`src/rtl/add_sub_if.sv`:
```
// Operand/result bundle for the registered sign-magnitude adder/subtractor.
// The master drives operands and the operation select; the slave returns the result.
interface add_sub_if;
  logic [2:0] num1;
  logic [2:0] num2;
  logic       selection;
  logic [4:0] result;
  logic       zeroflag;

  modport master (
    output num1,
    output num2,
    output selection,
    input  result,
    input  zeroflag
  );

  modport slave (
    input  num1,
    input  num2,
    input  selection,
    output result,
    output zeroflag
  );
endinterface

```
`src/rtl/add_sub.sv`:
```
// Registered 3-bit sign-magnitude add/subtract producing a 5-bit sign-magnitude result
// and a zero flag, both updated on every rising clock edge.
module add_sub (
  input  logic      clk,
  input  logic      rst_n,
  add_sub_if.slave  bus
);

  logic signed [4:0] a;
  logic signed [4:0] b;
  logic signed [4:0] s;
  logic        [3:0] mag;
  logic        [4:0] result_d;
  logic              zeroflag_d;
  logic        [4:0] result_q;
  logic              zeroflag_q;

  // -0 decodes to 0 naturally because negating zero yields zero.
  always_comb begin
    a = $signed({3'b000, bus.num1[1:0]});
    b = $signed({3'b000, bus.num2[1:0]});
    if (bus.num1[2]) a = 5'sd0 - a;
    if (bus.num2[2]) b = 5'sd0 - b;
  end

  always_comb begin
    s = bus.selection ? (a - b) : (a + b);
    // |S| <= 6 fits in 4 bits; a zero S has a clear sign bit so -0 never appears.
    mag        = s[4] ? (4'd0 - s[3:0]) : s[3:0];
    result_d   = {s[4], mag};
    zeroflag_d = (mag == 4'd0);
  end

  always_ff @(posedge clk) begin
    if (!rst_n) begin
      result_q   <= 5'b00000;
      zeroflag_q <= 1'b1;
    end else begin
      result_q   <= result_d;
      zeroflag_q <= zeroflag_d;
    end
  end

  assign bus.result   = result_q;
  assign bus.zeroflag = zeroflag_q;

endmodule

```
`src/flat_wrapper.sv`:
```
// flat-port wrapper written by rule: the top's interface ports become plain ports
module add_sub_flat 
  (clk, rst_n, bus_num1, bus_num2, bus_selection, bus_result, bus_zeroflag);
  add_sub_if bus_i ();
  input  logic clk;
  input  logic rst_n;
  input wire logic [$bits(bus_i.num1)-1:0] bus_num1;
  input wire logic [$bits(bus_i.num2)-1:0] bus_num2;
  input wire logic [$bits(bus_i.selection)-1:0] bus_selection;
  output wire logic [$bits(bus_i.result)-1:0] bus_result;
  output wire logic [$bits(bus_i.zeroflag)-1:0] bus_zeroflag;
  assign bus_i.num1 = bus_num1;
  assign bus_i.num2 = bus_num2;
  assign bus_i.selection = bus_selection;
  assign bus_result = bus_i.result;
  assign bus_zeroflag = bus_i.zeroflag;
  add_sub u_core (.clk(clk), .rst_n(rst_n), .bus(bus_i));
endmodule
```
`config.mk`:
```
export PLATFORM = sky130hd
export DESIGN_NAME = add_sub_flat
export DESIGN_NICKNAME = d
export VERILOG_FILES = /design/src/rtl/add_sub_if.sv /design/src/rtl/add_sub.sv /design/src/flat_wrapper.sv
export SDC_FILE = /design/constraint.sdc
export NUM_CORES = 1
export LEC_CHECK = 0
export ABC_AREA = 1
export CORE_MARGIN = 10
export CORE_UTILIZATION = 40
export DETAILED_ROUTE_END_ITERATION = 7
export PLACE_DENSITY = 0.65
export SYNTH_ARGS = -nofsm -noshare
export SYNTH_HDL_FRONTEND = slang
export SYNTH_SLANG_ARGS = --single-unit
export TNS_END_PERCENT = 30
```
`constraint.sdc`:
```
create_clock -name clk -period 3.9 [get_ports clk]
set_input_delay 0.78 -clock clk [delete_from_list [all_inputs] [get_ports clk]]
set_output_delay 0.78 -clock clk [all_outputs]
set_load 0.01 [all_outputs]
```
Word-level counts from Yosys, hierarchy flattened
Index checks and enable logic that the tools add are counted.

storage, ports and cells
  input port bits = 9
  register bits after elaboration = 6

operators by class
  multiplexer cells = 4
  reductions and logical operators = 1
  add/sub/neg operators = 5

operator list
  operator                                                           number
  5-bit two-way mux                                                  3
  1-bit by 2-bit subtractor with 3-bit output, first input constant  2
  5-bit adder                                                        1
  5-bit subtractor                                                   1
  4-bit logical NOT                                                  1
  4-bit two-way mux                                                  1
  1-bit by 4-bit subtractor with 4-bit output, first input constant  1

Depth between registers and ports, before layout
  depth in word-level cells = 7
  depth in mapped cells = 18

Worst setup path after synthesis
Ideal clock, no wire load.

  kind = in2reg
  start point = input bus_num2[0]
  end point = register u_core.zeroflag_q (netlist: u_core.bus.zeroflag)
  setup slack = 0.968 ns
  cell stages on the path = 18
  data arrival time = 2.820 ns
  required time = 3.788 ns
  path buffers = 0
  cell sequence = inv_1 ha_1 nand2_1 o21ai_0 xor2_1 fa_1 inv_1 fa_1 nor2_1 nand2_1 inv_1 nand2_1 nand2_1 nand2_1 nand2_1 nor2_1 nand2_1 nand2_1

on the way
  word-level cells in the longest chain between the ends = 7

RTL lines
  element                                          line               RTL
  from (decl)                                      flat_wrapper.sv:8  input wire logic [$bits(bus_i.num2)-1:0] bus_num2;
  1-bit by 2-bit subtractor with 3-bit output      add_sub.sv:23      if (bus.num2[2]) b = 5'sd0 - b;
  5-bit two-way mux (*)                            add_sub.sv:23
  5-bit adder or 5-bit subtractor (tied branches)  add_sub.sv:27      s = bus.selection ? (a - b) : (a + b);
  5-bit two-way mux (*)                            add_sub.sv:27
  1-bit by 4-bit subtractor with 4-bit output      add_sub.sv:29      mag = s[4] ? (4'd0 - s[3:0]) : s[3:0];
  4-bit two-way mux (*)                            add_sub.sv:29
  4-bit logical NOT (*)                            add_sub.sv:31      zeroflag_d = (mag == 4'd0);
  to (signal assigned)                             add_sub.sv:40      zeroflag_q <= zeroflag_d;
  to (decl)                                        add_sub.sv:16      logic zeroflag_q;

Every way passes the cells marked *; elsewhere a longest branch is shown, timed or not.
A chain may end at the register's enable or synchronous reset.

Final worst setup path
Ends and elaborated chain as after synthesis.

==> impl_metrics.tcl <==
set metrics [dict create \
    status "completed" \
    grt_pass1_wl_microns 1970 \
    min_path_type "input pin to flop" \
    cp_common_cell "nand2_1" \
    finalCritPeriodShare 0.864 \
    cp_data_required_time_ps 4090 \
    worstPathMaxFanout 3 \
    crit_path_end_kind "flop" \
    synth.mux.area_fraction 0 \
    worstPathArrival_ps 3560 \
    area_growth_pct 31.0 \
    clk_path_buf_depth 2 \
    syn_nets 107 \
    clk_pin_slew_ps 50 \
    dp_hpwl_microns 1020 \
    synth-compound-area-share 0.0662 \
    ir_worst_vdd_uv 198 \
    worstMarginPinSlew_ps 393 \
    grt_pass1_vias 493 \
    grt-ovfl-total 0 \
    htreeDepth 1 \
    drive_above_1_share 0.123 \
    slowest_delay_ps 500 \
    crit_chain "clkdlybuf4s50_1, inv_1, ha_1, nand2_1, o21ai_0, xor2_1, fa_1, inv_1, fa_1, nor2_1, nand2_1, nand3_1, nand2_1, nand2_1, nand2_1, nor2_1, nand2_1, nand2_1" \
    viasPerCell 4.60 \
    max-cap-violations 0 \
    finalMaxSlewViolations 0 \
    placed_cells 118 \
    ys_warn_count 0 \
    power.leakage_uw 0.000426 \
    placed_cell_area_sq_um 744 \
    drtIter0Drc 9 \
    cts_resized 0 \
    first_pass_iters 4 \
    std_cell_rows 13 \
    vias 556 \
    power_density_nw_per_um2 368 \
    synth_top_family_by_area "simple AND/OR/NAND/NOR gates" \
    drt-wirelength-per-cell_microns 9.41 \
    power_uw 282 \
    wirelength_microns 1140 \
    ios 15 \
    place_congestion 0.714 \
    die_y_microns 58.3 \
    mostFrequentLayoutCell "nand2_1" \
    period_needed_ps 3370 \
    start_kind "input pin" \
    die_x_microns 58.3 \
    coreArea_sq_um 1330 \
    clockRootBuffer "clkbuf_4" \
    synth-seq-cells 6 \
    yosysSeqAreaShare 0.205 \
    slowest_stage "clkdlybuf4s50_1" \
    die_area_sq_um 3390 \
    rsz0062_at_grt "no" \
    track_usage 0.0729 \
    layout.nets 126 \
    fin_area_sq_um 767 \
    setup_viol 0 \
    grt_max_degree 6 \
    postCtsSetupBuffers 0 \
    finalSetupTns_ps 0 \
    drcViolationCount 0 \
    numCtsBuffers 3 \
    cts_sinks 6 \
    tritoncts "yes" \
    synth_fa_ha_area_frac 0.218 \
    fmax_mhz 297 \
    yosysUniqueCellTypes 16 \
    antenna_found_initial 0 \
    cts_hold_buf 0 \
    synth_area_sq_um 586 \
    layout.cells.non_filler 121 \
    syn_inst 89 \
    yosys.area_share.simple 0.353 \
    timing_worst_setup_path_type "input pin to flop" \
    num_antenna_cells 0 \
    synthXorXnorAreaFrac 0.0299 \
    portBuffers 14 \
    final_cell_mix "21 x nand2_1, 19 x inv_1, 14 x clkdlybuf4s50_1" \
    slew_headroom 0.735 \
    hold_viol_final 0 \
    drtAntennaViolNets 0 \
    fillers 154 \
    syn_avg_cell_area_sq_um 6.58 \
    start_util 0.439 \
]
## cell families after synthesis
group,Yosys count
AND/OR/NAND/NOR,45
adder cells (fa/ha/maj),9
flip-flops,6
AO/OA/AOI/OAI,7
XOR/XNOR,2
buffers and inverters,20
## critical path, delay by kind of cell
kind	cells	cell delay (ps)
fa+ha+maj	3	1140
compound gates	1	90
simple gates	10	740
buf+inv	3	630
xor+xnor	1	180
## state kept, by name, summed over array words and instances, names as in the netlist
name,count
u_core.bus.zeroflag,1
u_core.bus.result,5
## Yosys cell counts, drive strengths merged
master  instances  share of area
a21oi           4          0.041
dfxtp           6           0.21
fa              2          0.068
ha              7           0.15
inv            20           0.13
nand2          28           0.23
nand3           6          0.051
nor2           11          0.075
o21ai           3          0.026
xnor2           1          0.015
xor2            1          0.015
## cell type report
| cell class | instances | area, sq um | area share |
|---|---|---|---|
| repair buffers | 14 | 140 | 0.183 |
| inverters | 20 | 75.1 | 0.0979 |
| well taps | 15 | 18.8 | 0.0245 |
| clock buffers | 3 | 22.5 | 0.0294 |
| flip-flops and latches | 6 | 120 | 0.157 |
| multi-input cells | 63 | 390 | 0.509 |
## metrics by stage
| step | setup WS (ps) | hold slack, ps | util |
|---|---|---|---|
| after global placement | 295 | 1300 | 0.558 |
| after floorplan | 968 | 849 | - |
| after CTS | 519 | 1050 | 0.575 |
| after detailed placement | 270 | 1300 | 0.558 |
| final | 529 | 1050 | 0.575 |
| after global routing | 311 | 1040 | 0.575 |
## final timing paths
path,end,startpoint,cells after the start
setup / recovery,u_core.bus.zeroflag,bus_num2[0],18
hold / removal,u_core.bus.zeroflag,rst_n,2
## power by group
group / total (uW) / internal, uW / switching [uW]
registers: 75.2 / 72.9 / 2.31
logic: 150 / 69.5 / 80.1
clock network: 57.4 / 34.8 / 22.5
## layer usage
layer,share of wire,global-route usage,up-vias
met5,0,0,-
met4,0.0053,0.0403,0
met3,0.054,0.0370,2
met2,0.46,0.105,11
met1,0.48,0.0846,241
li1,-,-,302
(Power assumes the default switching activity.)
